`src/rtl/mod_exp_pkg.sv`:
```
// Shared types and helpers for the modular exponentiation engine.
package mod_exp_pkg;

  typedef enum logic [2:0] {IDLE, REDUCE, SQUARE, MULT, DONE} state_t;

  typedef enum logic [1:0] {OP_REDUCE, OP_SQUARE, OP_MULT} op_sel_t;

  // Cycles from the ready_in sample cycle to the valid_out cycle.
  // msb is the exponent MSB index and ones is the exponent popcount.
  function automatic int unsigned cycle_cost(input int unsigned width,
                                             input int unsigned msb,
                                             input int unsigned ones,
                                             input bit special);
    return special ? 2 : 2 + (width + 2) * (msb + ones);
  endfunction

endpackage

```
`src/rtl/mod_mul_serial.sv`:
```
// Bit-serial interleaved modular multiplier: result = a*b mod m, b scanned MSB first.
// Needs a < m and m >= 1. Latency is WIDTH cycles from start to the done pulse.
module mod_mul_serial #(
  parameter int WIDTH = 16
) (
  input  logic             clk_in,
  input  logic             rst_in,
  input  logic             clear,
  input  logic             start,
  input  logic [WIDTH-1:0] a,
  input  logic [WIDTH-1:0] b,
  input  logic [WIDTH-1:0] m,
  output logic             done,
  output logic [WIDTH-1:0] result
);

  localparam int IW = (WIDTH > 1) ? $clog2(WIDTH) : 1;

  logic [WIDTH-1:0] a_r, b_r, m_r, acc, red1, acc_n;
  logic [WIDTH:0]   dbl, sum;
  logic [IW-1:0]    bit_idx;
  logic             running;

  // acc < m keeps both 2*acc and red1 + a below 2m, so one subtract each suffices.
  always_comb begin
    dbl   = {acc, 1'b0};
    red1  = (dbl >= {1'b0, m_r}) ? WIDTH'(dbl - {1'b0, m_r}) : dbl[WIDTH-1:0];
    sum   = {1'b0, red1} + (b_r[bit_idx] ? {1'b0, a_r} : '0);
    acc_n = (sum >= {1'b0, m_r}) ? WIDTH'(sum - {1'b0, m_r}) : sum[WIDTH-1:0];
  end

  always_ff @(posedge clk_in or posedge rst_in) begin
    if (rst_in) begin
      a_r     <= '0;
      b_r     <= '0;
      m_r     <= '0;
      acc     <= '0;
      bit_idx <= '0;
      running <= 1'b0;
      done    <= 1'b0;
    end else if (clear) begin
      running <= 1'b0;
      done    <= 1'b0;
    end else begin
      done <= 1'b0;
      if (start) begin
        a_r     <= a;
        b_r     <= b;
        m_r     <= m;
        acc     <= '0;
        bit_idx <= IW'(WIDTH - 1);
        running <= 1'b1;
      end else if (running) begin
        acc <= acc_n;
        if (bit_idx == '0) begin
          running <= 1'b0;
          done    <= 1'b1;
        end else begin
          bit_idx <= bit_idx - 1'b1;
        end
      end
    end
  end

  assign result = acc;

endmodule

```
`src/rtl/mod_exp_engine.sv`:
```
// Left-to-right square-and-multiply modular exponentiator built around one
// serial modular multiplier; leading exponent zeros are skipped.
module mod_exp_engine
  import mod_exp_pkg::*;
#(
  parameter int WIDTH     = 16,
  parameter int EXP_WIDTH = 16
) (
  input  logic                 clk_in,
  input  logic                 rst_in,
  input  logic                 ready_in,
  input  logic                 abort_in,
  input  logic [WIDTH-1:0]     value_in,
  input  logic [WIDTH-1:0]     modulus_in,
  input  logic [EXP_WIDTH-1:0] exponent_in,
  output logic [WIDTH-1:0]     value_out,
  output logic                 busy_out,
  output logic                 valid_out,
  output logic                 error_out
);

  localparam int KW = (EXP_WIDTH > 1) ? $clog2(EXP_WIDTH) : 1;

  state_t               state, state_n;
  op_sel_t              op_sel;
  logic [WIDTH-1:0]     base_r, mod_r, acc, mm_a, mm_b, mm_result;
  logic [EXP_WIDTH-1:0] exp_r;
  logic [KW-1:0]        idx, msb;
  logic                 issued, mm_start, mm_clear, mm_done, op_active, special;

  always_comb begin
    msb = '0;
    for (int j = 0; j < EXP_WIDTH; j++)
      if (exponent_in[j]) msb = KW'(j);
  end

  assign special   = (modulus_in == '0) || (exponent_in == '0);
  assign op_active = (state == REDUCE) || (state == SQUARE) || (state == MULT);
  assign mm_clear  = op_active && abort_in;

  always_ff @(posedge clk_in or posedge rst_in) begin
    if (rst_in) state <= IDLE;
    else        state <= state_n;
  end

  always_comb begin
    state_n  = state;
    mm_start = 1'b0;
    case (state)
      IDLE:   if (ready_in) state_n = special ? DONE : REDUCE;
      REDUCE: begin
        mm_start = !issued;
        if (mm_done) state_n = (idx == '0) ? DONE : SQUARE;
      end
      SQUARE: begin
        mm_start = !issued;
        if (mm_done) state_n = exp_r[idx] ? MULT : ((idx == '0) ? DONE : SQUARE);
      end
      MULT: begin
        mm_start = !issued;
        if (mm_done) state_n = (idx == '0) ? DONE : SQUARE;
      end
      DONE:    state_n = IDLE;
      default: state_n = IDLE;
    endcase
    if (mm_clear) begin
      state_n  = IDLE;
      mm_start = 1'b0;
    end
  end

  // Reduction multiplies the raw base by 1 (0 when m==1 so a < m still holds).
  always_comb begin
    op_sel = OP_REDUCE;
    mm_a   = '0;
    mm_b   = '0;
    case (state)
      SQUARE:  op_sel = OP_SQUARE;
      MULT:    op_sel = OP_MULT;
      default: op_sel = OP_REDUCE;
    endcase
    case (op_sel)
      OP_SQUARE: begin mm_a = acc; mm_b = acc; end
      OP_MULT:   begin mm_a = acc; mm_b = base_r; end
      default: begin
        mm_a = (mod_r == WIDTH'(1)) ? '0 : WIDTH'(1);
        mm_b = base_r;
      end
    endcase
  end

  mod_mul_serial #(.WIDTH(WIDTH)) u_mul (
    .clk_in (clk_in),
    .rst_in (rst_in),
    .clear  (mm_clear),
    .start  (mm_start),
    .a      (mm_a),
    .b      (mm_b),
    .m      (mod_r),
    .done   (mm_done),
    .result (mm_result)
  );

  always_ff @(posedge clk_in or posedge rst_in) begin
    if (rst_in) begin
      base_r    <= '0;
      mod_r     <= '0;
      exp_r     <= '0;
      acc       <= '0;
      idx       <= '0;
      issued    <= 1'b0;
      value_out <= '0;
      busy_out  <= 1'b0;
      valid_out <= 1'b0;
      error_out <= 1'b0;
    end else begin
      valid_out <= 1'b0;
      case (state)
        IDLE: if (ready_in) begin
          base_r    <= value_in;
          mod_r     <= modulus_in;
          exp_r     <= exponent_in;
          idx       <= msb;
          issued    <= 1'b0;
          busy_out  <= 1'b1;
          error_out <= 1'b0;
          // Special-case result; overwritten by REDUCE on the normal path.
          acc       <= WIDTH'(modulus_in > WIDTH'(1));
        end
        REDUCE, SQUARE, MULT: begin
          if (abort_in) begin
            busy_out <= 1'b0;
            issued   <= 1'b0;
          end else begin
            if (mm_start) issued <= 1'b1;
            if (mm_done) begin
              acc    <= mm_result;
              issued <= 1'b0;
              if (state == REDUCE) base_r <= mm_result;
              if (idx != '0 && !(state == SQUARE && exp_r[idx]))
                idx <= idx - 1'b1;
            end
          end
        end
        DONE: begin
          value_out <= acc;
          valid_out <= 1'b1;
          busy_out  <= 1'b0;
          error_out <= (mod_r == '0);
        end
        default: ;
      endcase
    end
  end

endmodule

```
`config.mk`:
```
export PLATFORM = sky130hd
export DESIGN_NAME = mod_exp_engine
export DESIGN_NICKNAME = d
export VERILOG_FILES = /design/src/rtl/mod_exp_pkg.sv /design/src/rtl/mod_mul_serial.sv /design/src/rtl/mod_exp_engine.sv
export SDC_FILE = /design/constraint.sdc
export NUM_CORES = 1
export LEC_CHECK = 0
export ABC_AREA = 0
export BUFFER_PORTS_ARGS = -buffer_cell sky130_fd_sc_hd__buf_2
export CORE_MARGIN = 4
export CORE_UTILIZATION = 40
export CTS_CLUSTER_SIZE = 28
export DETAILED_ROUTE_END_ITERATION = 10
export GPL_ROUTABILITY_DRIVEN = 1
export MAX_ROUTING_LAYER = met4
export PLACE_DENSITY = 0.67
export SYNTH_ARGS = -nofsm -noshare
export SYNTH_HDL_FRONTEND = slang
export SYNTH_SLANG_ARGS = --single-unit
```
`constraint.sdc`:
```
create_clock -name clk_in -period 6.1 [get_ports clk_in]
set_clock_uncertainty 0.15 [all_clocks]
set_input_delay 0.915 -clock clk_in [delete_from_list [all_inputs] [get_ports clk_in]]
set_output_delay 0.915 -clock clk_in [all_outputs]
set_load 0.01 [all_outputs]
```
---- Word-level counts from Yosys, hierarchy flattened ----
Cells that the tools add are included.
storage, ports and cells
  bits in registers ....................... 161
  input bits .............................. 52
  output and inout bits ................... 19
  word-level logic and storage cells ...... 153
cells by class
  add/subtract/negate cells ............... 5
  $lt $le $gt $ge ......................... 5
  eq/ne operators ......................... 18
  mux-type cells .......................... 73
  bitwise operators ....................... 1
  reductions and logical operators ........ 33
operators with widths
  cell                                                  count
  two-way mux 16 bit                                    14
  two-way mux 4 bit                                     21
  one-hot mux 16 bit (2 select lines)                   2
  logical NOT 16 bit                                    3
  greater-or-equal comparator 17 x 16 -> 1 bit          2
  subtractor 16 bit                                     2
  two-way mux 1 bit                                     21
  two-way mux 3 bit                                     7
  adder 16 x 16 -> 17 bit                               1
  == test 16 x 1 -> 1 bit (second input constant)       1
  > comparator 16 x 1 -> 1 bit (second input constant)  1
  AND reduction 3 bit                                   4
  < comparator 4 x 5 -> 1 bit (second input constant)   2
  AND reduction 5 bit                                   2
  one-hot mux 3 bit (3 select lines)                    1
  binary-select mux 1 bit (select 4 bit)                2
  logical NOT 4 bit                                     2
  != test 2 x 1 -> 1 bit (second input constant)        4
  one-hot mux 4 bit (2 select lines)                    1
  AND reduction 2 bit                                   4
  subtractor 4 x 1 -> 4 bit (second input constant)     2
  == test 3 x 2 -> 1 bit (second input constant)        2
  != test 2 bit (second input constant)                 3
  nonzero test 2 bit                                    3
  21 further kinds                                      28

---- Longest topological paths before layout ----
Gate-level depths: netlist of run 1.
  word-level depth ........................ 17
  depth in mapped cells ................... 32
  mapped depth without buffers ............ 29

---- Hierarchy ----
A second synthesis of run 1 with hierarchy kept.
unflattened totals
  cell total of the unflattened synthesis .. 980
  area total of the unflattened synthesis .. 9654.3 sq um
by module, submodules not included
  module          times used  cells an instance  area each (sq um)  sequential area each (sq um)
  mod_mul_serial  1           547                5260.0             1751.7
  mod_exp_engine  1           433                4394.2             2277.2

---- Least setup slack after synthesis of run 1 ----
Ideal clock, no wire load.
  kind .................................... reg-to-reg
  start ................................... register u_mul.m_r[1]
  end ..................................... register u_mul.acc[4] (netlist: u_mul.result[4])
  library setup time ...................... 132 ps
  data arrival time ....................... 5871 ps
  path slack .............................. -54 ps
  cell stages (with the launch flop) ...... 32
  buffers on the path ..................... 3
  path through ............................ dfrtp_1 > inv_1 > ha_1 > nor2b_1 > o211ai_2 > a21oi_1 > o41a_1 > a31oi_1 > o21ai_1 > a21oi_2 > buf_4 > buf_4 > nor2_1 > ha_1 > inv_1 > fa_1 > nor2b_2 > o31ai_4 > a211oi_2 > or3_4 > a31o_1 > a21oi_2 > xnor2_1 > ha_1 > a21o_1 > a211o_1 > a2111oi_2 > nor2_2 > nor2_8 > buf_12 > mux2i_1 > o21ai_1
between the ends
  longest elaborated chain between the ends .. 7
ends and longest elaborated chain
  element                                                                                   RTL line              text
  start, declared                                                                           mod_mul_serial.sv:19  logic [WIDTH-1:0] a_r, b_r, m_r, acc, red1, acc_n;
  start signal, assigned                                                                    mod_mul_serial.sv:49  m_r <= m;
  subtractor 16 bit / greater-or-equal comparator 17 x 16 -> 1 bit (equally long branches)  mod_mul_serial.sv:27  red1 = (dbl >= {1'b0, m_r}) ? WIDTH'(dbl - {1'b0, m_r}) : dbl[WIDTH-1:0];
  two-way mux 16 bit                                                                        mod_mul_serial.sv:27
  adder 16 x 16 -> 17 bit                                                                   mod_mul_serial.sv:28  sum = {1'b0, red1} + (b_r[bit_idx] ? {1'b0, a_r} : '0);
  subtractor 16 bit / greater-or-equal comparator 17 x 16 -> 1 bit (equally long branches)  mod_mul_serial.sv:29  acc_n = (sum >= {1'b0, m_r}) ? WIDTH'(sum - {1'b0, m_r}) : sum[WIDTH-1:0];
  two-way mux 16 bit *                                                                      mod_mul_serial.sv:29
  two-way mux 16 bit *                                                                      mod_mul_serial.sv:53  end else if (running) begin
  two-way mux 16 bit *                                                                      mod_mul_serial.sv:46  if (start) begin
  end signal, assigned                                                                      mod_mul_serial.sv:54  acc <= acc_n;
  end, declared                                                                             mod_mul_serial.sv:19
Mark *: on every way between the ends. The rest lies on a longest branch, timed or not. The select of a mux whose other input is x is not followed.
A chain may end at the register's enable or synchronous reset.

---- Worst setup path in the final report of run 1 ----
  start ................................... register u_mul.m_r[1]
  end ..................................... register u_mul.acc[14] (netlist: u_mul.result[14])
Same word-level chain as after synthesis.

==> run_results.csv, run 1 <==
group,metric,value,unit
synthesis,seq_area_frac_synth,0.4212,
timing,rsz0062_at_grt,"true",
layout,diodes,0,
die,die_w,162.6,um
clocking,clock_latency,0.44,ns
clocking,cts_root_buf,"clkbuf_16",
setup_path,cp-start-kind,"flop",
routing,first_pass_iters,5,
timing,finalCritPeriodShare,1.002,
clocking,cts_tree,"done",
routing,top_layer_used,"met4",
placed_design,globalplace.congestion,0.9349,
synthesis,synth_cell_type_count,79,
routing,drt-total-wl,25180,um
synthesis,synthesis.instances,1004,
grt,antenna_found_initial,0,
setup_path,cpPeakStageDelay,0.47,ns
synthesis,yosys_warnings,0,
routing,num_vias,7776,
grt,grt_max_degree,100,
grt,grt_usage,0.1977,
synthesis,async_reset_ff_frac,1.000,
grt,grt_pass1_vias,7769,
synthesis,yosysTopAreaCellShare,0.4212,
clocking,cts_htree_levels,4,
setup_path,cp_slowest_cell,"or4_1",
timing,fin_ws,-0.01404,ns
synthesis,syn-num-nets,1110,
timing,finalHoldViolations,0,
layout,n_fill_cell,2169,
die,core,23470,um^2
synthesis,synthesis.area,9564,um^2
layout,mostFrequentLayoutCells,"nand2_1 (169), dfrtp_1 (161), o21ai_0 (78)",
status,run_status,"finished with violations",
synthesis,synthFlopType,"dfrtp_1",
layout,drive_above_1_share,0.2504,
routing,route.met2.wl,11990,um
setup_path,reg2reg_slack,-0.01,ns
routing,drt-initial-drc-count,465,
setup_path,crit_arrival,6.34,ns
grt,grt_pass1_wl,40580,um
setup_path,cp_max_fo,7,
placed_design,place_inst,1396,
routing,drc,0,
layout,multiInputGateArea,5364,um^2
timing,setup_viol,1,
synthesis,synth_top_cell_by_area,"dfrtp_1",
status,violations,"negative setup slack",
synthesis,synth_edf_count,0,
placed_design,hpwl,18550,um
die,ios,71,
clocking,clk_pin_slew,0.07,ns
setup_path,cp-end-kind,"flop",
flow_run,drv_cap,0,
timing,fmax,163.6,MHz
die,rows,56,
synthesis,syn_avg_cell_area,9.526,um^2
setup_path,crit_start,"u_mul.m_r[1]",
routing,detail_route.vias_per_cell,5.381,
die,start_util,0.4075,
clocking,clock_path_buffers,2,
placed_design,io_buffer_count,70,
routing,ant_nets,0,
routing,dr_wl_met3,1053,um
clocking,cts_inserted_buffers,17,
synthesis,ys_seq_elements,161,
layout,layout.cells.non_filler,1445,
setup_path,cp.required,6.32,ns
clocking,ctsHoldBuffers,0,
layout,synthToLayoutAreaGrowth,19.66,%
grt,grt.overflow.total,0,
setup_path,worst-setup-path-type,"flop to flop",
routing,wl_met1,11590,um
setup_path,reg2reg_from,"u_mul.m_r[1]",
routing,routedWlPerCell,17.42,um
timing,slew_headroom,0.2308,
timing,hold_ws,0.3105,ns
timing,worst_pin_slew,1.154,ns
layout,regArea,4029,um^2
min_path,hp-start,"u_mul.a_r[11]",
layout,mostFrequentLayoutCell,"nand2_1",
clocking,clkSinkCount,161,
timing,finalMaxSlewViolations,0,
min_path,hold_path.class,"flop to flop",
layout,nNetsFinal,1219,
die,die_h,162.6,um
die,die_area,26450,um^2
timing,final.min_clock_period,6.114,ns
synthesis,yosys-top-cells-area,"dfrtp_1 (42%), ha_1 (6.7%), nand2_1 (6.7%)",
==> critical path: cells and delay by family, from the launching register on <==
kind / cells / cell delay [ns]
xor gates and xnor gates: 1 / 0.15
adders and majority gates: 3 / 0.78
DFF: 1 / 0.39
and+or+nand+nor: 10 / 1.90
buffers and inverters: 6 / 0.75
muxes: 1 / 0.31
AOI/OAI and AO/OA: 9 / 1.57
==> logic make-up (layout without fill, tap and decap cells) <==
group | count (synthesis) | in the layout | synth area share
xor+xnor | 40 | 40 | 0.03663
mux | 87 | 87 | 0.1092
flops | 161 | 161 | 0.4212
simple gates | 349 | 349 | 0.1733
compound gates | 226 | 226 | 0.1490
fa+ha+maj | 54 | 54 | 0.07300
buf+inv | 87 | 209 | 0.03754
==> per-stage QoR <==
step	instance area [um^2]	setup slack, ns	util	TNS [ns]
final	11440	-0.01404	0.4876	-0.01404
after CTS	11190	0.03131	0.4769	0
after global placement	10510	0.09392	0.4479	0
after detailed placement	10510	-0.06218	0.4479	-0.2068
after global routing	11440	-0.2816	0.4876	-3.894
after floorplan	9570	0.01571	-	0
==> per-layer routing <==
metal  GRT usage  vias to the layer above
met1      0.2605                     3755
met4     0.06214                        0
met2      0.3149                      216
met3     0.03366                       43
li1            -                     3762
met5           -                        -
==> cell type report <==
cell class	count	area share
inverter	43	0.01454
tap	319	0.03487
multi-input combinational	756	0.4687
clock inverter	14	0.01498
sequential	161	0.3520
clock buffer	18	0.03837
timing repair buffer	134	0.07653
==> final timing paths <==
path,to,cells after the start
setup / recovery,u_mul.result[14],30
hold / removal,u_mul.a_r[11],2
setup reg to reg,u_mul.result[14],30
hold reg to reg,u_mul.a_r[11],2
max in group asynchronous,u_mul.result[4],3
min in group asynchronous,exp_r[12],2
==> timing repair <==
action                     CTS  global route
gates resized for setup      7            36
setup endpoints to repair   14            16
pin swaps                    2            36
setup buffers                4            13
cloned                       0             1
==> cells in the mapped netlist, drive strengths merged, types with 9 or more instances <==
cell type    n
mux4         9
clkbuf      31
nand2      171
nor4        10
buf         13
a21o        16
mux2i       29
nor3        24
nor2        60
and2        18
xor2        15
nand3       14
o21ai       99
ha          51
inv         43
a21oi       36
dfrtp      161
mux2        49
xnor2       25
a31oi       24
nand3b      16
==> state kept, by name, indices dropped and copies added (netlist names), 3 cells and up <==
| signal | count |
|---|---|
| acc | 16 |
| base_r | 16 |
| exp_r | 16 |
| mod_r | 16 |
| u_mul.a_r | 16 |
| u_mul.b_r | 16 |
| u_mul.m_r | 16 |
| u_mul.result | 16 |
| value_out | 16 |
| idx | 4 |
| u_mul.bit_idx | 4 |
| state | 3 |
Power of run 1 is not shown: default switching activity piles up to over one toggle a cycle in this logic, so the estimate is an artifact.
==> run 2: changes to the inputs <==
Settings changed: CORE_ASPECT_RATIO set to 1.25, PLACE_DENSITY 0.67 to 0.69.
==> run 2 against run 1 <==
  * The flow now finishes without violations
  * Global-route usage increased by 0.58 points
  * Critical endpoint is now u_mul.result[2]
  * Wire length increased by 2.7%
  * Sequential cell count unchanged
  * Largest cell class unchanged
==> run_results.csv, run 2 (synthesized netlist as in run 1, its figures left out) <==
group,metric,value,unit
status,run_status,"completed",
routing,drc,0,
min_path,hold_path.class,"flop to flop",
setup_path,crit_arrival,6.23,ns
grt,grt_pass1_wl,41950,um
routing,num_vias,7786,
grt,grt_pass1_vias,7930,
timing,finalSetupTns,0,ns
timing,slew_headroom,0.2509,
setup_path,cp_top_family,"compound AO/OA/AOI/OAI gates",
clocking,cts_inserted_buffers,17,
clocking,cts_root_buf,"clkbuf_16",
timing,setup_viol,0,
die,rows,63,
die,die_area,26460,um^2
clocking,clock_latency,0.44,ns
clocking,clock_path_buffers,2,
setup_path,cp.required,6.27,ns
timing,finalHoldViolations,0,
clocking,ctsHoldBuffers,0,
setup_path,cp-end-kind,"flop",
setup_path,cp-start-kind,"flop",
setup_path,cp_slowest_cell,"dfrtp_1",
grt,grt_max_degree,99,
timing,hold_ws,0.3089,ns
layout,fin_area,11470,um^2
die,die_w,146.3,um
die,die_h,180.9,um
routing,routedWlPerCell,18.24,um
routing,first_pass_iters,5,
setup_path,cpPeakStageDelay,0.39,ns
grt,grt.overflow.total,0,
clocking,cts_tree,"done",
routing,detail_route.vias_per_cell,5.491,
die,start_util,0.4044,
layout,synthToLayoutAreaGrowth,19.96,%
timing,finalCritPeriodShare,0.9929,
placed_design,dpl_cell_area,10470,um^2
timing,rsz0062_at_grt,"true",
layout,post-route-util,0.4852,
timing,fmax,165.1,MHz
placed_design,globalplace.congestion,1.007,
timing,final.min_clock_period,6.057,ns
setup_path,path_buf_inv,3,
layout,drive_above_1_share,0.2567,
layout,mostFrequentLayoutCell,"nand2_1",
layout,mostFrequentLayoutCells,"nand2_1 (169), dfrtp_1 (160), o21ai_0 (77)",
flow_run,drv_cap,0,
placed_design,hpwl,19050,um
timing,worst_pin_slew,1.118,ns
layout,diodes,0,
placed_design,io_buffer_count,70,
setup_path,worst-setup-path-type,"flop to flop",
die,ios,71,
routing,ant_nets,0,
layout,n_fill_cell,2203,
setup_path,crit_top_cell,"a21oi_2",
setup_path,cp_max_fo,6,
clocking,clkSinkCount,161,
clocking,cts_htree_levels,4,
grt,antenna_found_initial,1,
die,core,23650,um^2
routing,drt-total-wl,25870,um
layout,nNetsFinal,1219,
grt,grt_usage,0.2035,
routing,drt-initial-drc-count,488,
clocking,clk_pin_slew,0.06,ns
timing,finalMaxSlewViolations,0,
==> run 2: cell count changes in the layout (fill, tap and decap cells not counted), sizes merged <==
cell	previous run	this run
bufinv	2	3
clkinv	4	6
buf	133	134
inv	49	45
==> run 2: tightest hold or removal path: stages (launching register included) <==
cell	delay [ns]
dfrtp_1	0.33
nand2_1	0.05
nand2_1	0.05
==> run 2: layout make-up <==
| class | instances | area [um^2] | area share |
|---|---|---|---|
| Sequential cell | 161 | 4030 | 0.3513 |
| Inverter | 43 | 166.4 | 0.01450 |
| Timing Repair Buffer | 134 | 850.8 | 0.07415 |
| Multi-Input combinational cell | 756 | 5468 | 0.4766 |
| Clock buffer | 19 | 432.9 | 0.03773 |
| Tap cell | 292 | 365.4 | 0.03184 |
| Clock inverter | 13 | 160.2 | 0.01396 |
==> run 2: repair_timing <==
action | in CTS | in global routing
setup buffers | 8 | 8
pin swaps | 22 | 26
resized for setup | 27 | 31
setup endpoints to repair | 13 | 16
gates cloned | 1 | 1
==> run 2: final timing paths <==
| path | depth (start not counted) | start | to | slack, ns |
|---|---|---|---|---|
| setup / recovery | 30 | u_mul.m_r[1] | u_mul.result[2] | 0.04 |
| hold / removal | 2 | u_mul.a_r[9] | u_mul.a_r[9] | 0.31 |
| setup reg to reg | 30 | u_mul.m_r[1] | u_mul.result[2] | 0.04 |
| hold reg to reg | 2 | u_mul.a_r[9] | u_mul.a_r[9] | 0.31 |
| max in group asynchronous | 3 | rst_in | u_mul.m_r[0] | 3.95 |
| min in group asynchronous | 2 | rst_in | base_r[12] | 0.47 |
==> run 2: routing by layer <==
layer / vias up / routed length, um / GRT usage
met4: 0 / 904 / 0.08660
met5: - / 0 / -
met3: 62 / 896 / 0.02960
met1: 3770 / 10330 / 0.2284
met2: 191 / 13730 / 0.3610
li1: 3763 / - / -
==> run 2: per-stage QoR <==
| step | setup slack, ns | std cells |
|---|---|---|
| CTS | 0.0003402 | 1409 |
| floorplan | 0.01571 | 1004 |
| detailed placement | -0.09412 | 1369 |
| finish | 0.04337 | 1418 |
| global route | -0.1914 | 1418 |
| global placement | 0.09921 | 1369 |
Power of run 2 is left out for the same reason.
==> run 3: changes to the inputs <==
Settings changed: CORE_MARGIN 4 to 2, CTS_BUF_LIST set to sky130_fd_sc_hd__clkbuf_16.
==> run 3 against run 2 <==
  * The run now ends with negative setup slack left
  * Global-route usage rose by 1.4 points
  * Setup slack got worse by 0.16 ns
  * Utilization down 0.39 points
  * Final area fell by 0.80%
  * Register-to-register slack worse by 0.16 ns
  * Worst hold slack improved by 0.0030 ns
  * Via count hardly changed
  * Sequential cell count unchanged
  * Critical path type unchanged
  * Largest cell class unchanged
  * Highest routed layer unchanged
==> run_results.csv, run 3 (synthesized netlist as in run 1, its figures left out) <==
group,metric,value,unit
placed_design,io_buffer_count,70,
routing,num_vias,7782,
setup_path,crit_arrival,6.38,ns
layout,layout.cells.non_filler,1412,
timing,fin_ws,-0.1125,ns
timing,fmax,161.0,MHz
timing,finalCritPeriodShare,1.018,
timing,rsz0062_at_grt,"true",
timing,setup_viol,15,
status,violations,"negative setup slack",
clocking,ctsHoldBuffers,0,
die,ios,71,
timing,slew_headroom,0.2547,
min_path,hp-start,"u_mul.a_r[15]",
routing,drt-initial-drc-count,533,
grt,grt.overflow.total,0,
timing,finalMaxSlewViolations,0,
min_path,hold_path.class,"flop to flop",
setup_path,r2r_end,"u_mul.result[8]",
placed_design,hpwl,19120,um
die,die_area,25170,um^2
setup_path,reg2reg_slack,-0.11,ns
setup_path,reg2reg_from,"u_mul.m_r[1]",
die,start_util,0.4044,
routing,drt-total-wl,25700,um
setup_path,cp_slowest_cell,"o41ai_4",
setup_path,cpPeakStageDelay,0.41,ns
timing,finalHoldViolations,0,
placed_design,globalplace.congestion,0.9545,
routing,ant_nets,0,
grt,grt_pass1_wl,41430,um
layout,mostFrequentLayoutCell,"nand2_1",
clocking,cts_inserted_buffers,17,
placed_design,place_inst,1365,
clocking,clock_latency,0.43,ns
setup_path,cp-start-kind,"flop",
grt,grt_usage,0.2175,
setup_path,cp.required,6.27,ns
timing,worst_pin_slew,1.112,ns
grt,antenna_found_initial,0,
status,run_status,"finished with violations",
clocking,clock_path_buffers,2,
clocking,cts_root_buf,"clkbuf_16",
grt,grt_pass1_vias,7826,
clocking,clk_pin_slew,0.06,ns
routing,detail_route.vias_per_cell,5.511,
clocking,clkSinkCount,161,
layout,post-route-util,0.4813,
layout,diodes,0,
layout,drive_above_1_share,0.2464,
grt,grt_max_degree,61,
die,die_h,176.9,um
setup_path,cp_max_fo,6,
routing,first_pass_iters,5,
die,rows,63,
min_path,hold_path_depth,2,
layout,mostFrequentLayoutCells,"nand2_1 (169), dfrtp_1 (161), o21ai_0 (76)",
setup_path,reg2reg_depth,28,
flow_run,drv_cap,0,
setup_path,worst-setup-path-type,"flop to flop",
timing,final.min_clock_period,6.212,ns
clocking,cts_tree,"done",
layout,synthToLayoutAreaGrowth,19.01,%
routing,routedWlPerCell,18.20,um
placed_design,dpl_cell_area,10450,um^2
layout,nNetsFinal,1217,
routing,drc,0,
setup_path,cp-end-kind,"flop",
min_path,worstHoldEndpoint,"u_mul.a_r[15]",
clocking,cts_htree_levels,4,
layout,fin_area,11380,um^2
die,die_w,142.3,um
die,core,23650,um^2
## run 3: layout make-up
type                    instances  area, um^2
fillers                      2192       12270
multi-input cells             756        5419
flip-flops and latches        161        4029
repair buffers                132       873.3
clock buffers                  17       425.4
well taps                     292       365.4
inverters                      43       166.4
clock inverters                11       103.9
## run 3: per-layer routing
| metal | track usage | wire, um | vias up |
|---|---|---|---|
| met1 | 0.2552 | 10730 | 3791 |
| met3 | 0.03355 | 776 | 60 |
| met5 | - | 0 | - |
| met2 | 0.3686 | 13190 | 183 |
| met4 | 0.09901 | 1000 | 0 |
| li1 | - | - | 3748 |
## run 3: through the flow
stage                     hold slack, ns  worst slack [ns]   TNS (ns)
after global placement            0.2941           0.06468          0
after CTS                         0.3146         -0.001704  -0.001704
after floorplan                   0.2804           0.01571          0
after detailed placement          0.3014          -0.07468    -0.5453
final                             0.3119           -0.1125     -1.198
after global routing              0.3385           -0.3606     -5.311
## run 3: worst max-delay path, delay by kind of cell (launching register included)
family,cells,cell delay [ns]
AND/OR/NAND/NOR,5,0.91
buffers and inverters,3,0.43
flip-flops,1,0.40
multiplexers,1,0.19
adder cells (fa/ha/maj),3,0.80
XOR/XNOR,1,0.16
AO/OA/AOI/OAI,15,3.04
## run 3: how the worst max path moves through the flow
| stage | from | end | cells after the start |
|---|---|---|---|
| finish | u_mul.m_r[1] | u_mul.result[8] | 28 |
| global route | u_mul.result[0] | u_mul.result[9] | 26 |
| floorplan | u_mul.m_r[1] | u_mul.result[4] | 31 |
| detailed placement | u_mul.m_r[1] | u_mul.result[7] | 28 |
| CTS | u_mul.m_r[1] | u_mul.result[14] | 29 |
| global placement | u_mul.m_r[1] | u_mul.result[1] | 28 |
## run 3: timing repair
action	CTS	global route
cloned	1	2
pin swaps	7	38
endpoints found under the setup margin	14	16
endpoints found under the hold margin	0	0
resized for setup	10	42
setup buffers	5	12
Power of run 3 is left out for the same reason.
